<file path="src/rtl/timer_arbiter.sv">
// rtl/timer_arbiter.sv - round-robin arbiter granting a shared down-counting interval timer
// Optional pause input enabled by defining TIMER_ARBITER_PAUSE_EN.
module timer_arbiter #(
    parameter int N = 8,
    parameter int R = 4
) (
    input  logic           clk,
    input  logic           rst,
    input  logic [R-1:0]   req,
    input  logic [R*N-1:0] len,
`ifdef TIMER_ARBITER_PAUSE_EN
    input  logic           pause,
`endif
    output logic [R-1:0]   gnt,
    output logic [R-1:0]   done,
    output logic           busy,
    output logic [N-1:0]   cnt
);

    localparam int IW = (R > 1) ? $clog2(R) : 1;

    typedef enum logic [1:0] {
        IDLE,
        LOAD,
        RUN,
        DONE
    } state_t;

    state_t        state;
    state_t        state_nxt;
    logic [IW-1:0] last;
    logic [IW-1:0] gnt_idx;
    logic [IW-1:0] win_idx;
    logic [IW-1:0] pos;
    logic          win_found;
    logic [N-1:0]  len_sel;
    logic [N-1:0]  len_cap;
    logic          hold;

`ifdef TIMER_ARBITER_PAUSE_EN
    assign hold = pause;
`else
    assign hold = 1'b0;
`endif

    // Round-robin search starting just after the last completed requester.
    always_comb begin
        win_found = 1'b0;
        win_idx   = '0;
        pos       = '0;
        for (int k = 1; k <= R; k++) begin
            pos = IW'((int'(last) + k) % R);
            if (!win_found && req[pos]) begin
                win_found = 1'b1;
                win_idx   = pos;
            end
        end
    end

    always_comb begin
        len_sel = '0;
        for (int i = 0; i < R; i++) begin
            if (IW'(i) == win_idx) begin
                len_sel = len[i*N +: N];
            end
        end
    end

    always_comb begin
        state_nxt = state;
        case (state)
            IDLE: if (win_found) state_nxt = LOAD;
            LOAD: state_nxt = RUN;
            RUN:  if (!hold && cnt == '0) state_nxt = DONE;
            DONE: state_nxt = IDLE;
            default: state_nxt = IDLE;
        endcase
    end

    always_ff @(posedge clk or posedge rst) begin
        if (rst) begin
            state   <= IDLE;
            gnt     <= '0;
            gnt_idx <= '0;
            len_cap <= '0;
            cnt     <= '0;
            last    <= IW'(R - 1);
        end else begin
            state <= state_nxt;
            case (state)
                IDLE: begin
                    if (win_found) begin
                        gnt     <= R'(1) << win_idx;
                        gnt_idx <= win_idx;
                        len_cap <= len_sel;
                    end
                end
                LOAD: cnt <= len_cap;
                RUN: begin
                    if (!hold && cnt != '0) begin
                        cnt <= cnt - N'(1);
                    end
                end
                DONE: begin
                    gnt  <= '0;
                    last <= gnt_idx;
                end
                default: ;
            endcase
        end
    end

    assign busy = (state != IDLE);
    assign done = (state == DONE) ? gnt : '0;

endmodule

</file>
<file path="config.mk">
export PLATFORM = sky130hd
export DESIGN_NAME = timer_arbiter
export DESIGN_NICKNAME = d
export VERILOG_FILES = /design/src/rtl/timer_arbiter.sv
export SDC_FILE = /design/constraint.sdc
export NUM_CORES = 1
export LEC_CHECK = 0
export CELL_PAD_IN_SITES_DETAIL_PLACEMENT = 0
export CELL_PAD_IN_SITES_GLOBAL_PLACEMENT = 1
export CORE_ASPECT_RATIO = 1.75
export CORE_MARGIN = 4
export CORE_UTILIZATION = 34
export CTS_CLUSTER_DIAMETER = 50
export DETAILED_ROUTE_END_ITERATION = 6
export GPL_TIMING_DRIVEN = 0
export HOLD_SLACK_MARGIN = 0.15
export PLACE_DENSITY = 0.83
export SKIP_LAST_GASP = 1
export SYNTH_ARGS = -nofsm -noshare
export SYNTH_HDL_FRONTEND = slang
export SYNTH_SLANG_ARGS = --single-unit
</file>
<file path="constraint.sdc">
create_clock -name clk -period 2.2 [get_ports clk]
set_input_delay 0.55 -clock clk [delete_from_list [all_inputs] [get_ports clk]]
set_output_delay 0.55 -clock clk [all_outputs]
set_load 0.03 [all_outputs]
</file>
==> results of run 1 <==
## through the flow
stage	setup TNS [ns]	util [%]	power, mW	instance area (um^2)	cells
after floorplan	0	-	2.22	1650	172
after global placement	-3.35	47.9	2.81	2250	278
after detailed placement	-3.46	47.9	2.84	2250	278
after CTS	-0.190	49.1	3.17	2310	281
after global routing	0	49.4	3.41	2330	281
final	0	49.4	3.13	2330	281
## where the power goes
part	internal [mW]	total, mW	leakage, nW	switching (mW)
clock network	0.160	0.314	0.0288	0.154
registers	0.733	0.948	0.315	0.215
logic	0.843	1.87	0.678	1.02
total	1.74	3.13	1.02	1.39
## metal layers
layer | wire length [um] | share of wire (%)
met4 | 35 | 0.83
met2 | 2380 | 57
met3 | 151 | 3.6
met5 | 0 | 0
met1 | 1640 | 39
## worst max path at each step
stage / start / endpoint / slack, ns
2_1_floorplan: cnt[1] / cnt[2] / 0.39
3_3_place_gp: req[3] / gnt[3] / -0.30
3_5_place_dp: req[3] / gnt[3] / -0.31
4_1_cts: state[0] / done[1] / -0.19
5_1_grt: req[3] / len_cap[0] / 0.007
6_report: req[3] / gnt[3] / 0.12
## kinds of logic (layout without fill, tap and decap cells)
family,count (synthesis),after routing
AOI/OAI and AO/OA,46,46
muxes,21,21
DFF,26,26
and+or+nand+nor,53,53
adders and majority gates,7,7
buffers and inverters,19,76
## flip-flops by register name, indices dropped and copies added, names as in the netlist
register,flops
cnt,8
len_cap,8
gnt,4
gnt_idx,2
last,2
state,2
## synth_stat cells (2+ instances only)
cell type / number / area [um^2]
nand2_1: 25 / 93.8
dfrtp_1: 24 / 601
mux2i_1: 18 / 180
nor2_1: 9 / 33.8
o221ai_1: 8 / 70.1
a21oi_1: 7 / 35.0
ha_1: 7 / 87.6
inv_1: 7 / 26.3
clkbuf_1: 5 / 18.8
o21ai_0: 5 / 25.0
o21ai_1: 5 / 25.0
and2_1: 4 / 25.0
nor2b_1: 4 / 25.0
o22a_1: 4 / 35.0
buf_2: 3 / 15.0
nand3b_1: 3 / 22.5
a211oi_1: 2 / 15.0
a21o_1: 2 / 15.0
a22oi_1: 2 / 15.0
a2bb2oi_1: 2 / 17.5
a31oi_1: 2 / 12.5
buf_6: 2 / 22.5
dfstp_2: 2 / 52.6
inv_2: 2 / 7.51
mux2_2: 2 / 22.5
nand2b_1: 2 / 12.5
nor3b_1: 2 / 15.0
## cell type report
class                           count  area, um^2
Inverter                            9        33.8
Timing Repair Buffer               54         541
Multi-Input combinational cell    127         927
Clock buffer                        4        55.1
Buffer                              9        52.6
Sequential cell                    26         653
Tap cell                           52        65.1
Fill cell                         481        2380
## critical path, stage by stage
cell,delay (ns)
clkdlybuf4s50_1,0.52
o41ai_4,0.52
nand2b_1,0.16
buf_2,0.23
a2bb2oi_1,0.19
o21ai_1,0.07
==> results.yml, run 1 <==
status:
  status: "finished clean"
power:
  power_density_mw_per_mm2: 1340
  max-vdd-ir-drop_v: 0.000802
  leakagePower_nw: 1.02
hold_path:
  min-delay-start: "len_cap[0]"
  hold_depth: 2
  hold_end: "len_cap[0]"
  hold_class: "reg -> reg"
worst_setup_path:
  critPathKind: "in -> reg"
  ff2ff_path_depth: 6
  r2r_start: "state[0]"
  crit_fanout: 10
  r2r_end: "state[1]"
  critical_path_required_ns: 2.36
  critical_path_arrival_ns: 2.24
  cp-start-kind: "input pin"
  critPathCaptureType: "register"
  rrSetupSlack_ns: 0.28
die:
  fp.dieArea_mm2: 0.00607
  io_pins: 55
  fp.dieW_um: 60.6
  die_h_um: 100
  core-area_mm2: 0.00471
  num_rows: 33
  start_util_pct: 35.0
drt:
  wl_per_cell_um: 15.0
  detail-route-antenna-nets: 0
  dr.pass1.iters: 4
  viasPerCell: 5.28
  wl_um: 4210
  drc: 0
  num_vias: 1485
  dr.first_iter.drc_count: 41
sta:
  post-route-min-period_ns: 2.08
  tightest_slew_ns: 1.02
  holdWs_ns: 0.497
  setup_viol: 0
  rsz0062_at_grt: "no"
  final.setup.worst_slack_ns: 0.120
  max_freq_mhz: 481
  fin_skew_ns: 0.00129
  slew_headroom_pct: 31.9
  maxSlewViolCount: 0
  period_share_pct: 94.6
  finalHoldViolCount: 0
logic_synthesis:
  synth_edf_count: 0
  synth_seq_cells: 26
  synthesis.nets: 217
  synth_compound_area_share_pct: 20.4
  synth-xor-area-share_pct: 0
  synthesis.area_mm2: 0.00165
  synthArstFlopShare_pct: 100
  synth_simple_gate_area_share_pct: 16.2
  synth.area.mux_share_pct: 13.0
  ys.flop_type: "dfrtp_1"
  syn_inst: 172
  synth_adder_area_share_pct: 5.32
  yosysUniqueCellTypes: 39
  synth-seq-area-share_pct: 39.6
  ys_warn_count: 0
  synth.avg_cell_area_um2: 9.58
  synth_top_family_by_area: "compound AO/OA/AOI/OAI gates"
clock_tree:
  hold_buffers: 0
  cts-htree-levels: 1
  cts_tree: "yes"
  clockRootBuffer: "clkbuf_8"
  clk_path_buf_depth: 2
  numCtsBuffers: 3
  cts_setup_buffers: 0
  clkLatencyLatePin_ns: 0.27
  clock_sinks: 26
  ctsResizeCount: 6
  cts.clk_slew.worst_paths_ns: 0.09
grt:
  grt_max_degree: 27
  grt_antenna_before_repair: 0
  grt-ovfl-total: 0
  grt_pass1_wl_um: 7020
  met1_usage_pct: 16.7
  grtUsageMet2_pct: 27.8
  grtUsageTotal_pct: 15.0
  grt_pass1_vias: 1518
  globalRouteMet3Util_pct: 2.06
  grt_busiest_layer: "met2"
final_layout:
  layout_common_cells: "clkdlybuf4s50_1, nand2_1, dfrtp_1, mux2i_1, nor2_1"
  final_common_cell: "clkdlybuf4s50_1"
  diodes: 0
  area_growth_pct: 41.2
  drive_gt1_share_pct: 8.73
  nNetsFinal: 275
placed_design:
  place.gp.congestion: 0.775
  pre_cts_ws_ns: -0.309
  dp_hpwl_um: 3320
  portBuffers: 54
flow_run:
  drv_cap: 0
Power figures use the tool's default switching activity.
==> run 2: changes to the inputs <==
Settings changed: ABC_AREA set to 1, PLACE_DENSITY 0.83 to 0.84.
==> run 2 against run 1 <==
  * Critical endpoint is now len_cap[0]
  * Die area increased by 16%
  * Global-route usage is 0.30 points higher
  * Fmax down 1.8%
  * Critical path type unchanged
  * Routed wire length rose by 28%
  * Count of clock-buffer cells in the layout is the same
  * Synthesized cell count is 60% higher
==> results.yml, run 2 <==
power:
  leakagePower_nw: 1.38
  power_density_mw_per_mm2: 1700
  max-vdd-ir-drop_v: 0.000832
worst_setup_path:
  crit_buf_inv: 2
  critPathTopFamily: "simple AND/OR/NAND/NOR gates"
  critPathCaptureType: "register"
  path_cells: "clkdlybuf4s50_1 > nand2_1 > nand2_2 > nand2_2 > nand2_4 > nor2_4 > nand4_4 > nand3_4 > buf_4 > o21ai_0 > nand3_1 > nand2_1 > o21ai_2"
  cp.depth: 13
  cp-start-kind: "input pin"
  crit_fanout: 6
  critPathKind: "in -> reg"
  critPathLaunch: "req[2]"
  r2r_end: "len_cap[0]"
  r2r_start: "last[1]"
  rrSetupSlack_ns: 0.12
  critical_path_arrival_ns: 2.32
  ff2ff_path_depth: 13
  critical_path_required_ns: 2.40
  crit_slowest_cell: "clkdlybuf4s50_1"
  crit_end: "len_cap[0]"
  cpPeakStageDelay_ns: 0.42
clock_tree:
  clk_path_buf_depth: 2
  cts_tree: "yes"
  hold_buffers: 0
  cts.clk_slew.worst_paths_ns: 0.09
  numCtsBuffers: 3
  clock_sinks: 26
  clkLatencyLatePin_ns: 0.27
  cts-htree-levels: 1
  clockRootBuffer: "clkbuf_8"
logic_synthesis:
  synth_edf_count: 0
  synth_seq_cells: 26
  ys.flop_type: "dfrtp_1"
  synth-seq-area-share_pct: 33.5
  synth_simple_gate_area_share_pct: 38.9
  synth_compound_area_share_pct: 11.6
  synthArstFlopShare_pct: 100
  yosysUniqueCellTypes: 31
  synth.avg_cell_area_um2: 7.08
  yosysTopAreaCellShare_pct: 30.8
  synth_top_family_by_area: "simple AND/OR/NAND/NOR gates"
  syn_inst: 275
  synth_adder_area_share_pct: 4.50
  ys_warn_count: 0
  synthesis.nets: 320
  synth.area.mux_share_pct: 0
  synthesis.area_mm2: 0.00195
  synth_common_cells: "nand2_1, inv_1, dfrtp_1, nand3_1, o21ai_0"
  synth.top_cells.by_area: "dfrtp_1, nand2_1, inv_1, nand3_1, ha_1"
  synth-xor-area-share_pct: 0.899
  synth_most_common_cell: "nand2_1"
  synth_top_area_cell: "dfrtp_1"
sta:
  setup_viol: 0
  tightest_slew_ns: 1.04
  max_freq_mhz: 472
  fin_skew_ns: 0.00664
  slew_headroom_pct: 30.5
  final.setup.worst_slack_ns: 0.0807
  rsz0062_at_grt: "yes"
  maxSlewViolCount: 0
  post-route-min-period_ns: 2.12
  finalHoldViolCount: 0
  period_share_pct: 96.3
status:
  status: "finished clean"
drt:
  viasPerCell: 4.76
  detail-route-antenna-nets: 0
  wl_per_cell_um: 12.8
  dr.pass1.iters: 4
  drc: 0
  num_vias: 1989
  wl_um: 5370
  dr.first_iter.drc_count: 96
final_layout:
  largestRegisters: "cnt: 8 flops, len_cap: 8 flops, gnt: 4 flops"
  final_common_cell: "nand2_1"
  layout_common_cells: "nand2_1, clkdlybuf4s50_1, inv_1, dfrtp_1, nand3_1"
  fillers: 627
  diodes: 0
  drive_gt1_share_pct: 16.7
  nNetsFinal: 388
  area_growth_pct: 42.1
  fin_cells: 418
die:
  io_pins: 55
  start_util_pct: 34.9
  num_rows: 36
  fp.dieW_um: 65.2
  fp.dieArea_mm2: 0.00705
  die_h_um: 108
  core-area_mm2: 0.00559
placed_design:
  pre_cts_ws_ns: -0.278
  place.gp.congestion: 0.810
  dp_hpwl_um: 4350
  portBuffers: 54
  dp.cells: 405
grt:
  grt-ovfl-total: 0
  grt_pass1_vias: 1852
  grt_max_degree: 27
  grt_pass1_wl_um: 8480
  grtUsageTotal_pct: 15.3
  grt_antenna_before_repair: 0
flow_run:
  drv_cap: 0
hold_path:
  hold_depth: 2
  hold_class: "reg -> reg"
## run 2: cell types whose count changed in the layout (fill, tap and decap cells not counted), sizes merged, moves of 4 or more
cell and change:
o221ai -8, nand2 +73, mux2i -18, inv +28, o22a -4, o21ai +15, nor2b -4, nor2 +10
nand4 +13, buf +9, nand3 +23, and2 -4
## run 2: area by class of cell
type / instances / area (um^2) / area share, %
tap: 76 / 95.1 / 3.44
inverter: 38 / 148 / 5.33
buffer: 7 / 65.1 / 2.35
clock buffer: 4 / 55.1 / 1.99
multi-input combinational: 204 / 1120 / 40.6
timing repair buffer: 63 / 629 / 22.7
sequential: 26 / 653 / 23.6
## run 2: worst min path at each step
stage / start / to
3_3_place_gp: len_cap[7] / len_cap[7]
6_report: len_cap[4] / len_cap[4]
3_5_place_dp: len_cap[2] / len_cap[2]
2_1_floorplan: len_cap[7] / len_cap[7]
4_1_cts: len_cap[2] / len_cap[2]
5_1_grt: len_cap[4] / len_cap[4]
## run 2: cells by family (layout without fill, tap and decap cells)
family / Yosys count / after routing
buffers and inverters: 46 / 112
DFF: 26 / 26
AOI/OAI and AO/OA: 39 / 39
adders and majority gates: 7 / 7
xor gates and xnor gates: 2 / 2
and+or+nand+nor: 155 / 156
## run 2: report_power, final
| part | internal, mW | switching, mW |
|---|---|---|
| Clock | 0.160 | 0.153 |
| Sequential | 0.722 | 0.181 |
| Combinational | 1.38 | 2.11 |
| Total | 2.26 | 2.45 |
## run 2: timing repair
item                                   4_1_cts  5_1_grt
pin swaps                                    1        8
setup endpoints to repair                    6       21
gates cloned                                 1        0
endpoints found under the hold margin        0        0
gates resized for setup                      5       20
buffers inserted                             0        9
## run 2: stage by stage
| stage | total power, mW | hold slack (ns) | utilization, % | instance area, um^2 | TNS (ns) |
|---|---|---|---|---|---|
| floorplan | 3.23 | 0.444 | - | 1950 | 0 |
| global placement | 4.03 | 0.460 | 46.3 | 2580 | -2.72 |
| detailed placement | 4.06 | 0.465 | 46.3 | 2580 | -2.94 |
| CTS | 4.41 | 0.489 | 47.2 | 2640 | -0.142 |
| global route | 5.19 | 0.501 | 49.6 | 2770 | -0.0638 |
| finish | 4.71 | 0.487 | 49.6 | 2770 | 0 |
## run 2: metal layers
| layer | GRT usage, % | vias up | routed length (um) |
|---|---|---|---|
| met5 | 0 | - | 0 |
| met4 | 5.34 | 0 | 91 |
| met3 | 0.936 | 4 | 162 |
| met2 | 30.6 | 49 | 3120 |
| met1 | 16.3 | 915 | 2000 |
| li1 | - | 1021 | - |
## run 2: worst register-to-register path: cells and delay by family (launching register included)
family / cells / cell delay [ns]
compound gates: 2 / 0.14
simple gates: 9 / 1.02
flops: 1 / 0.62
buf+inv: 2 / 0.23
==> run 3: changes to the inputs <==
==> constraint.sdc (replaced) <==
create_clock -name clk -period 2.1 [get_ports clk]
set_input_delay 0.525 -clock clk [delete_from_list [all_inputs] [get_ports clk]]
set_output_delay 0.525 -clock clk [all_outputs]
set_load 0.1 [all_outputs]
==> run 3 against run 2 <==
  * Critical path depth rose by 1
  * Clock skew fell by 0.0044 ns
  * Global-route usage barely moved
  * Routed wire length fell by 0.13%
  * Hold slack got worse by 0.0082 ns
  * Largest cell class unchanged
  * Final cell count rose by 1.2%
  * Register-to-register slack got worse by 0.08 ns
==> results.yml, run 3 (synthesized netlist as in run 2, its figures left out) <==
status:
  status: "finished clean"
placed_design:
  pre_cts_ws_ns: -0.552
  dp.cells: 405
  dp_hpwl_um: 4260
  portBuffers: 54
  dpl_cell_area_mm2: 0.00259
  place.gp.congestion: 0.825
worst_setup_path:
  critPathKind: "reg -> reg"
  critical_path_required_ns: 2.32
  ff2ff_path_depth: 14
  crit_fanout: 6
  r2r_end: "len_cap[7]"
  cpPeakStageDelay_ns: 0.59
  r2r_start: "last[0]"
  path_cells: "clkinv_4 > buf_6 > buf_4 > buf_4 > nand2_2 > inv_2 > a21oi_4 > nand3_4 > nor2_4 > buf_4 > nand2_1 > nand3_1 > nand2_1 > nand2_1"
  rrSetupSlack_ns: 0.04
  critPathCaptureType: "register"
  cp-start-kind: "register"
  crit_slowest_cell: "dfstp_2"
  critical_path_arrival_ns: 2.28
final_layout:
  nNetsFinal: 393
  diodes: 0
  drive_gt1_share_pct: 24.5
  fin_cells: 423
  largestRegisters: "cnt: 8 flops, len_cap: 8 flops, gnt: 4 flops"
  area_growth_pct: 45.0
  finish.instance_area_mm2: 0.00282
  layout_common_cells: "nand2_1, clkdlybuf4s50_1, inv_1, dfrtp_1"
  final_common_cell: "nand2_1"
drt:
  num_vias: 1999
  highest_layer: "met4"
  viasPerCell: 4.73
  wl_met2_um: 3120
  dr.first_iter.drc_count: 67
  wl_met3_um: 125
  wl_per_cell_um: 12.7
  dr.pass1.iters: 4
  detail-route-antenna-nets: 0
  wl_um: 5360
  wl_met1_um: 2030
  drc: 0
die:
  fp.dieW_um: 65.2
  start_util_pct: 34.9
  io_pins: 55
  fp.dieArea_mm2: 0.00705
  num_rows: 36
  core-area_mm2: 0.00559
  die_h_um: 108
clock_tree:
  clkLatencyLatePin_ns: 0.27
  clk_path_buf_depth: 2
  cts_tree: "yes"
  cts-htree-levels: 1
  clockRootBuffer: "clkbuf_8"
  clock_sinks: 26
  numCtsBuffers: 3
  cts.clk_slew.worst_paths_ns: 0.09
grt:
  grtUsageTotal_pct: 15.4
  grt_antenna_before_repair: 0
  grt_pass1_wl_um: 8540
  grt_pass1_vias: 1914
  grt_max_degree: 27
  grt-ovfl-total: 0
sta:
  setup_viol: 0
  max_freq_mhz: 484
  tightest_slew_ns: 1.00
  final.setup.worst_slack_ns: 0.0354
  period_share_pct: 98.3
  post-route-min-period_ns: 2.06
  slew_headroom_pct: 33.1
  finalHoldViolCount: 0
  rsz0062_at_grt: "yes"
  fin_skew_ns: 0.00226
  maxSlewViolCount: 0
hold_path:
  hold_class: "reg -> reg"
  hold_depth: 2
  min-delay-start: "len_cap[7]"
  hold_end: "len_cap[7]"
flow_run:
  drv_cap: 0
==> run 3: how the worst max path moves through the flow <==
stage | endpoint | slack, ns | cells past startpoint | start
6_report | len_cap[7] | 0.04 | 14 | last[0]
2_1_floorplan | cnt[2] | 0.01 | 7 | cnt[1]
3_3_place_gp | done[2] | -0.55 | 5 | state[0]
4_1_cts | done[2] | -0.05 | 4 | state[0]
5_1_grt | len_cap[5] | -0.10 | 14 | last[0]
3_5_place_dp | done[2] | -0.55 | 5 | state[0]
==> run 3: layer usage <==
metal | global-route usage (%) | vias to the layer above
met5 | 0 | -
met4 | 5.64 | 0
met3 | 0.936 | 8
met2 | 30.5 | 37
met1 | 16.4 | 925
li1 | - | 1029
==> run 3: cell type report <==
cell class,count,area (um^2)
Tap cell,76,95.1
Buffer,7,65.1
Clock buffer,4,45.0
Sequential cell,26,659
Inverter,38,153
Multi-Input combinational cell,203,1160
Timing Repair Buffer,69,648
Fill cell,621,2760
==> run 3: through the flow <==
step / setup TNS [ns] / hold WS [ns] / utilization, %
detailed placement: -6.31 / 0.461 / 46.4
global placement: -6.14 / 0.459 / 46.4
finish: 0 / 0.479 / 50.6
floorplan: 0 / 0.444 / -
CTS: -0.0459 / 0.484 / 47.4
global route: -0.501 / 0.511 / 50.6
==> run 3: worst max-delay path: cells and delay by family (launching register included) <==
kind            cells  cell delay [ns]
compound gates      1             0.12
buf+inv             6             0.68
flops               1             0.59
simple gates        7             0.63
==> run 3: timing repair <==
| action | CTS | global route |
|---|---|---|
| endpoints found under the hold margin | 0 | 0 |
| hold buffers | 0 | 0 |
| gates resized for setup | 42 | 45 |
| pin swaps | 3 | 8 |
| buffers inserted | 6 | 9 |
| endpoints found under the setup margin | 22 | 28 |
Power of run 3 is left out: the tool's default activity adds up to more than one toggle a clock period on the data nets, which glitch-free logic cannot reach.
